--- src/rtl/i2c_mem_pkg.sv ---
// rtl/i2c_mem_pkg.sv - shared widths, FSM states and shift-op encodings
package i2c_mem_pkg;

    localparam int ADDR_WIDTH = 7;
    localparam int DATA_WIDTH = 8;

    typedef enum logic [3:0] {
        ST_IDLE,
        ST_START,
        ST_ADDR,
        ST_RW,
        ST_ACK1,
        ST_DATA,
        ST_ACK2,
        ST_STOP,
        ST_DONE
    } state_t;

    typedef enum logic [2:0] {
        SH_LOAD = 3'b000,
        SH_SHR  = 3'b001,
        SH_SHL  = 3'b010,
        SH_ROR  = 3'b011,
        SH_ROL  = 3'b100,
        SH_INV  = 3'b101,
        SH_CLR  = 3'b110,
        SH_SET  = 3'b111
    } shift_op_t;

endpackage

--- src/rtl/i2c_mem_slave.sv ---
// rtl/i2c_mem_slave.sv - two-wire memory slave; frames and decodes purely from scl/sda
module i2c_mem_slave #(
    parameter int ADDR_WIDTH = 7,
    parameter int DATA_WIDTH = 8
) (
    input  logic clk,
    input  logic reset,
    input  logic scl,
    input  logic sda,
    output logic sda_drive
);
    localparam int DEPTH   = 2 ** ADDR_WIDTH;
    localparam int SW      = $clog2(ADDR_WIDTH + DATA_WIDTH + 3);
    localparam int DW_BITS = $clog2(DATA_WIDTH);

    // Bit slots after START: address, rw, ack1, data, ack2.
    localparam logic [SW-1:0] RW_SLOT    = SW'(ADDR_WIDTH);
    localparam logic [SW-1:0] ACK1_SLOT  = SW'(ADDR_WIDTH + 1);
    localparam logic [SW-1:0] DATA_FIRST = SW'(ADDR_WIDTH + 2);
    localparam logic [SW-1:0] ACK2_SLOT  = SW'(ADDR_WIDTH + 2 + DATA_WIDTH);
    localparam logic [SW-1:0] DATA_LAST  = SW'(ADDR_WIDTH + 1 + DATA_WIDTH);

    logic [DATA_WIDTH-1:0] memory [0:DEPTH-1];
    logic                  active;
    logic                  sda_prev;
    logic                  rw;
    logic [SW-1:0]         slot;
    logic [ADDR_WIDTH-1:0] addr_sr;
    logic [DATA_WIDTH-1:0] data_sr;
    logic                  start_cond;
    logic                  in_data;
    logic [DW_BITS-1:0]    data_idx;

    // scl low marks a bit slot; sda falling with scl high is the only START.
    assign start_cond = scl && !sda && sda_prev;
    assign in_data    = active && (slot >= DATA_FIRST) && (slot < ACK2_SLOT);
    assign data_idx   = DW_BITS'(DATA_LAST - slot);

    always_comb begin
        sda_drive = 1'b1;
        if (active) begin
            if (slot == ACK1_SLOT)
                sda_drive = 1'b0;
            else if (in_data && !rw)
                sda_drive = memory[addr_sr][data_idx];
            else if (slot == ACK2_SLOT && rw)
                sda_drive = 1'b0;
        end
    end

    always_ff @(posedge clk or posedge reset) begin
        if (reset) begin
            active   <= 1'b0;
            sda_prev <= 1'b1;
            rw       <= 1'b0;
            slot     <= '0;
            addr_sr  <= '0;
            data_sr  <= '0;
            for (int i = 0; i < DEPTH; i++)
                memory[i] <= '0;
        end else begin
            sda_prev <= sda;
            if (start_cond) begin
                active <= 1'b1;
                slot   <= '0;
            end else if (active && !scl) begin
                slot <= slot + 1'b1;
                if (slot < RW_SLOT)
                    addr_sr <= {addr_sr[ADDR_WIDTH-2:0], sda};
                else if (slot == RW_SLOT)
                    rw <= sda;
                else if (in_data)
                    data_sr <= {data_sr[DATA_WIDTH-2:0], sda};
                else if (slot == ACK2_SLOT) begin
                    if (rw)
                        memory[addr_sr] <= data_sr;
                    active <= 1'b0;
                end
            end
        end
    end

endmodule

--- src/rtl/i2c_mem_subsystem.sv ---
// rtl/i2c_mem_subsystem.sv - master FSM and shift unit driving the two-wire memory slave
module i2c_mem_subsystem #(
    parameter int ADDR_WIDTH = i2c_mem_pkg::ADDR_WIDTH,
    parameter int DATA_WIDTH = i2c_mem_pkg::DATA_WIDTH
) (
    input  logic                  clk,
    input  logic                  reset,
    input  logic                  M_en,
    input  logic                  R_W,
    input  logic [ADDR_WIDTH-1:0] ADDR,
    input  logic [DATA_WIDTH-1:0] F_In,
    input  logic [2:0]            S,
    input  logic                  MSBIn,
    input  logic                  LSBIn,
    output logic [DATA_WIDTH-1:0] Data_Out,
    output logic                  Done,
    output logic                  Busy
);
    import i2c_mem_pkg::*;

    localparam int IW = $clog2(DATA_WIDTH);

    state_t                state, next_state;
    logic                  launch;
    logic [IW-1:0]         bit_idx;
    logic                  rw_q;
    logic [ADDR_WIDTH-1:0] addr_q;
    logic [DATA_WIDTH-1:0] wdata_q;
    logic [DATA_WIDTH-1:0] wdata_next;
    logic [DATA_WIDTH-1:0] rdata_sr;
    logic                  scl, sda, sda_m, sda_s;

    always_comb begin
        wdata_next = F_In;
        case (shift_op_t'(S))
            SH_LOAD: wdata_next = F_In;
            SH_SHR:  wdata_next = {MSBIn, F_In[DATA_WIDTH-1:1]};
            SH_SHL:  wdata_next = {F_In[DATA_WIDTH-2:0], LSBIn};
            SH_ROR:  wdata_next = {F_In[0], F_In[DATA_WIDTH-1:1]};
            SH_ROL:  wdata_next = {F_In[DATA_WIDTH-2:0], F_In[DATA_WIDTH-1]};
            SH_INV:  wdata_next = ~F_In;
            SH_CLR:  wdata_next = '0;
            SH_SET:  wdata_next = '1;
            default: wdata_next = F_In;
        endcase
    end

    always_ff @(posedge clk or posedge reset) begin
        if (reset)
            state <= ST_IDLE;
        else
            state <= next_state;
    end

    // DONE accepts a new launch so held M_en gives back-to-back transactions.
    always_comb begin
        next_state = state;
        launch     = 1'b0;
        scl        = 1'b1;
        sda_m      = 1'b1;
        case (state)
            ST_IDLE: begin
                if (M_en) begin
                    launch     = 1'b1;
                    next_state = ST_START;
                end
            end
            ST_START: begin
                sda_m      = 1'b0;
                next_state = ST_ADDR;
            end
            ST_ADDR: begin
                scl   = 1'b0;
                sda_m = addr_q[bit_idx];
                if (bit_idx == '0)
                    next_state = ST_RW;
            end
            ST_RW: begin
                scl        = 1'b0;
                sda_m      = rw_q;
                next_state = ST_ACK1;
            end
            ST_ACK1: begin
                scl        = 1'b0;
                next_state = ST_DATA;
            end
            ST_DATA: begin
                scl   = 1'b0;
                sda_m = rw_q ? wdata_q[bit_idx] : 1'b1;
                if (bit_idx == '0)
                    next_state = ST_ACK2;
            end
            ST_ACK2: begin
                scl        = 1'b0;
                sda_m      = rw_q;
                next_state = ST_STOP;
            end
            ST_STOP: next_state = ST_DONE;
            ST_DONE: begin
                if (M_en) begin
                    launch     = 1'b1;
                    next_state = ST_START;
                end else begin
                    next_state = ST_IDLE;
                end
            end
            default: next_state = ST_IDLE;
        endcase
    end

    always_ff @(posedge clk or posedge reset) begin
        if (reset) begin
            bit_idx  <= '0;
            rw_q     <= 1'b0;
            addr_q   <= '0;
            wdata_q  <= '0;
            rdata_sr <= '0;
            Data_Out <= '0;
        end else begin
            if (launch) begin
                rw_q    <= R_W;
                addr_q  <= ADDR;
                wdata_q <= wdata_next;
            end
            case (state)
                ST_START: bit_idx <= IW'(ADDR_WIDTH - 1);
                ST_ADDR:  bit_idx <= bit_idx - 1'b1;
                ST_ACK1:  bit_idx <= IW'(DATA_WIDTH - 1);
                ST_DATA: begin
                    bit_idx  <= bit_idx - 1'b1;
                    rdata_sr <= {rdata_sr[DATA_WIDTH-2:0], sda};
                end
                ST_ACK2: begin
                    if (!rw_q)
                        Data_Out <= rdata_sr;
                end
                default: ;
            endcase
        end
    end

    // Open-drain bus: either side pulls low, released is 1.
    assign sda  = sda_m & sda_s;
    assign Done = (state == ST_DONE);
    assign Busy = (state inside {ST_START, ST_ADDR, ST_RW, ST_ACK1, ST_DATA, ST_ACK2, ST_STOP});

    i2c_mem_slave #(
        .ADDR_WIDTH(ADDR_WIDTH),
        .DATA_WIDTH(DATA_WIDTH)
    ) M0 (
        .clk      (clk),
        .reset    (reset),
        .scl      (scl),
        .sda      (sda),
        .sda_drive(sda_s)
    );

endmodule

--- config.mk ---
export PLATFORM = sky130hd
export DESIGN_NAME = i2c_mem_subsystem
export DESIGN_NICKNAME = d
export VERILOG_FILES = /design/src/rtl/i2c_mem_pkg.sv /design/src/rtl/i2c_mem_slave.sv /design/src/rtl/i2c_mem_subsystem.sv
export SDC_FILE = /design/constraint.sdc
export NUM_CORES = 2
export LEC_CHECK = 0
export CORE_UTILIZATION = 45
export CTS_BUF_LIST = sky130_fd_sc_hd__clkbuf_4 sky130_fd_sc_hd__clkbuf_8
export CTS_CLUSTER_SIZE = 28
export DETAILED_ROUTE_END_ITERATION = 16
export PLACE_DENSITY = 0.64
export SYNTH_ARGS = -nofsm -noshare
export SYNTH_HDL_FRONTEND = slang
export SYNTH_SLANG_ARGS = --single-unit
--- constraint.sdc ---
create_clock -name clk -period 46.3 [get_ports clk]
set_input_delay 4.63 -clock clk [delete_from_list [all_inputs] [get_ports clk]]
set_output_delay 4.63 -clock clk [all_outputs]
set_load 0.1 [all_outputs]
Word level (Yosys, flattened, before mapping)
Index checks and enable logic that the tools add are counted.
- register bits: 1086
- output and inout bits: 10
- add/sub/neg operators: 3
- $lt $le $gt $ge: 7
- equal/unequal tests: 24
- mux-type cells: 36
- bitwise logic cells: 8
- reductions and logical operators: 28
- operators with widths (operator ; count):
    bitwise mux 1024 bit ; 1
    case mux 8 bit (8 select lines) ; 1
    binary-select mux 8 bit (select 7 bit) ; 1
    demux 8 bit (select 7 bit) ; 1
    case mux 4 bit (9 select lines) ; 1
    two-way mux 8 bit ; 3
    two-way mux 1 bit ; 18
    == test 4 x 3 -> 1 bit, second input constant ; 4
    == test 3 bit, second input constant ; 4
    two-way mux 4 bit ; 3
    two-way mux 5 bit ; 2
    AND reduction 5 bit ; 2
    binary-select mux 1 bit (select 3 bit) ; 3
    case mux 3 bit (3 select lines) ; 1
    == test 4 x 2 -> 1 bit, second input constant ; 2
    greater-or-equal comparator 8 bit, second input constant ; 1
    logical AND 1 bit ; 8
    less-than comparator 3 x 4 -> 1 bit, second input constant ; 2
    less-than comparator 8 x 1 -> 1 bit, second input constant ; 1
    NOT 7 -> 8 bit ; 1
    NOT 8 bit ; 1
    AND reduction 7 bit ; 1
    nonzero test 7 bit ; 1
    == test 3 x 2 -> 1 bit, second input constant ; 2
    other kinds (27) ; 41

Longest topological paths before layout
- depth after elaboration: 15
- gate-level depth with buffers: 15
- depth with buffers taken out: 12

By module
Synthesis repeated with hierarchy kept, for this count alone.
- cell total of the unflattened synthesis: 3779
- area, all modules: 50373.3 um^2
- modules (own cells, without submodules) (module ; instances ; cells an instance ; area each (um^2)):
    i2c_mem_slave ; 1 ; 3531 ; 48128.7
    i2c_mem_subsystem ; 1 ; 248 ; 2244.7

Worst setup path after synthesis
OpenSTA, ideal clock, no wires.
- path type: reg-to-output
- start point: register state[0]
- end point: output port Busy
- arrival time: 2.017 ns
- data required time: 41.670 ns
- path slack: 39.653 ns
- stages on the path, launching flop included: 4
- buffers on the path: 1
- cell sequence: dfrtp_1 -> clkbuf_1 -> nor3_1 -> nor2_1
- word-level cells in the longest chain between the ends: 2
- elaborated cells on any way between the ends: 8
- RTL lines (what ; line ; RTL):
    start: declaration ; i2c_mem_subsystem.sv:23 ; state_t state, next_state;
    start signal: assignment ; i2c_mem_subsystem.sv:52 ; state <= next_state;
    == test 4 x 1 -> 1 bit, or another cell as far along ; i2c_mem_subsystem.sv:145 ; assign Busy = (state inside {ST_START, ST_ADDR, ST_RW, ST_ACK1, ST_DATA, ST_ACK2, ST_STOP});
    nonzero test 7 bit * ; i2c_mem_subsystem.sv:145 ;
    end: declaration ; i2c_mem_subsystem.sv:17 ; output logic Busy
Mark *: on every way between the ends. The rest lies on a longest branch, timed or not.

==> impl_metrics.ini <==
[run_status]
status = completed

[critical_path]
cp_top_family = buffers and inverters
required_ps = 47060
rrSetupSlack_ps = 40360
cpMaxStageDelayCell = buf_4
slowest_delay_ps = 840
path_cells = clkdlybuf4s50_1 > inv_8 > buf_4 > buf_4 > buf_4 > buf_4 > buf_4
path_common_cell = buf_4
criticalPathCategory = primary input to asynchronous set/reset pin
start_kind = primary input
cp.arrival_ps = 9900
worstSetupEndpointType = asynchronous set/reset pin
crit_fanout = 127
crit_buf_inv = 7

[global_routing]
grtUsageMet3_pct = 5.71
grt_pass1_wl_mm = 227
grt_start_max_net_pins = 128
grt_pass1_vias = 33800
grt_use_met2_pct = 41.4
grt_antenna_before_repair = 3
globalRouteMet1Util_pct = 37.2
grt_remaining_overflow = 0
grt.busiest_layer = met2
grt_use_total_pct = 26.8

[yosys]
synthFlopType = dfrtp_1
synth.avg_cell_area_um2 = 13.5
ys_types = 79
synth_edf_count = 0
ys_async_sr_fraction_pct = 100
netlist_instances = 3728
synth_area_um2 = 50500
yosysWarnings = 0
synth_fp_nets = 3757
synth-seq-area-share_pct = 53.8
synth-seq-cells = 1086

[placed_design]
globalplace.congestion = 0.842
post_dp_cell_area_um2 = 52100
dp_cells = 5035
portBuffers = 33
dpl.hpwl_mm = 89.9

[cts]
htree_levels = 4
numCtsBuffers = 183
cts_setup_buffers = 0
holdBufCountCts = 0
tritoncts = yes
max-clock-path-buffers = 3
cts.clk_slew.worst_paths_ps = 60
cts_resized = 0
cts-root-buf = clkbuf_8
clock_latency_ps = 880
numClockSinks = 1086

[cells_and_area]
design_area_um2 = 56100
layout-drive-gt1-share_pct = 43.5
syn_to_final_growth_pct = 11.0
num-fill-cells = 9643
final_net_count = 3761
seq_area_um2 = 27200
multi_input_area_um2 = 22000
final_cell_count_no_fill = 5359

[power]
power_density_nw_per_um2 = 47.3
vdd_ir_drop_max_mv = 0.0445
finalPower_mw = 2.65
p_leak_nw = 26.9

[timing]
grt_setup_unrepaired = no
fmax_ghz = 0.109
drv_slew = 0
fin_hold_ws_ps = 481
setup_tns_ps = 0
slew-limit-headroom_pct = 10.9
hold_viol = 0
fin_worst_skew_ps = 50.4
finalCriticalPeriod_ps = 9140
finalSetupViolations = 0
fin_crit_sh_pct = 19.7
worstMarginPinSlew_ps = 1330

[floorplan]
coreArea_um2 = 111000
num_rows = 122
die_area_um2 = 114000
ioPinCount = 34
initial_core_util_pct = 45.5
die_y_um = 337
die_w_um = 337

[detailed_routing]
vias_per_cell = 6.18
wl_per_cell_um = 28.0
drtPass1Iterations = 5
drt-total-wl_mm = 150
postRouteAntennaNets = 0
drt_iter0_drc = 3030
drc = 0
vias = 33100

[min_path]
hold_class = flop to flop

[flow_run]
cap_viol_max_count = 0
==> through the flow <==
stage | worst slack (ps) | util [%]
after detailed placement | 35960 | 47.0
after floorplan | 11100 | -
after global routing | 36340 | 50.5
after CTS | 36900 | 50.5
final | 37160 | 50.5
after global placement | 35960 | 47.0
==> final cells by class <==
| cell class | count | share of cell area [%] |
|---|---|---|
| diodes | 2 | 0.00893 |
| clock inverters | 23 | 0.408 |
| inverters | 20 | 0.154 |
| flip-flops and latches | 1086 | 48.6 |
| multi-input cells | 2331 | 39.3 |
| well taps | 1488 | 3.32 |
| clock buffers | 299 | 6.56 |
| repair buffers | 110 | 1.69 |
==> worst reg2reg max path, delay by kind of cell, from the launching register on <==
| kind | cells | cell delay (ps) |
|---|---|---|
| AO/OA/AOI/OAI | 8 | 2280 |
| buffers and inverters | 4 | 2250 |
| flip-flops | 1 | 720 |
| AND/OR/NAND/NOR | 2 | 580 |
==> sequential cells by signal (all words and copies together), names as in the netlist, 3 cells and up <==
| name | flops |
|---|---|
| M0.addr_sr | 7 |
| M0.slot | 5 |
| bit_idx | 3 |
| wdata_q | 8 |
| rdata_sr | 8 |
| addr_q | 7 |
| M0.data_sr | 8 |
| M0.memory | 1024 |
| state | 4 |
| Data_Out | 8 |
==> where the power goes <==
part / switching (mW) / total [mW] / internal, mW
clock: 0.398 / 0.910 / 0.512
combinational: 0.526 / 0.715 / 0.189
sequential: 0.0567 / 1.03 / 0.970
==> synthesized netlist by cell type, types with 15 or more instances <==
cell type	count	area, µm²
nand3_1	22	110
nand2_1	194	728
nor2_1	104	390
a21oi_1	63	315
nor3_1	27	135
mux2i_1	105	1050
o21ai_0	71	355
nand2_2	51	319
clkbuf_1	170	638
buf_2	79	395
mux4_2	86	1940
a221o_1	22	220
buf_4	24	180
a31oi_1	20	125
a221oi_1	117	1020
nand2b_1	15	93.8
o22ai_1	25	156
o2bb2ai_1	18	158
inv_1	15	56.3
a22oi_1	52	390
mux2_2	1091	12300
mux2_1	25	282
o221ai_1	23	201
dfrtp_1	1085	27200
==> logic make-up after synthesis <==
group | share of synthesized area (%)
DFF | 53.8
xor gates and xnor gates | 0.0347
adders and majority gates | 0.124
AOI/OAI and AO/OA | 7.76
buffers and inverters | 2.78
and+or+nand+nor | 4.68
muxes | 30.8
==> cell usage in the layout (no fill, tap or decap), types with 23 or more instances in the layout <==
cell | synthesis | layout
a21oi_1 | 63 | 63
a221oi_1 | 117 | 117
a22oi_1 | 52 | 52
buf_4 | 24 | 74
clkbuf_4 | 0 | 70
clkbuf_8 | 0 | 229
clkdlybuf4s50_1 | 0 | 33
dfrtp_1 | 1085 | 1072
mux2_1 | 25 | 25
mux2_2 | 1091 | 1091
mux2i_1 | 105 | 105
mux4_2 | 86 | 86
nand2_1 | 194 | 194
nand2_2 | 51 | 51
nor2_1 | 104 | 103
nor3_1 | 27 | 27
o21ai_0 | 71 | 71
o221ai_1 | 23 | 23
o22ai_1 | 25 | 25
==> path summary, 6_finish.rpt <==
kind	startpoint	end	cells after the start
worst min-delay path	addr_q[5]	addr_q[5]	2
worst max-delay path	reset	M0.data_sr[3]	7
min in group asynchronous	reset	M0.memory[43]	2
worst max register to register	M0.addr_sr[0]	M0.slot[4]	14
worst min register to register	addr_q[5]	addr_q[5]	2
max in group clk	state[2]	Done	3
==> routing by layer <==
layer	vias up	routed length [µm]
met5	-	0
met1	17700	65600
met2	1182	68400
met4	0	5320
li1	14000	-
met3	304	10900
Power figures use the tool's default switching activity.
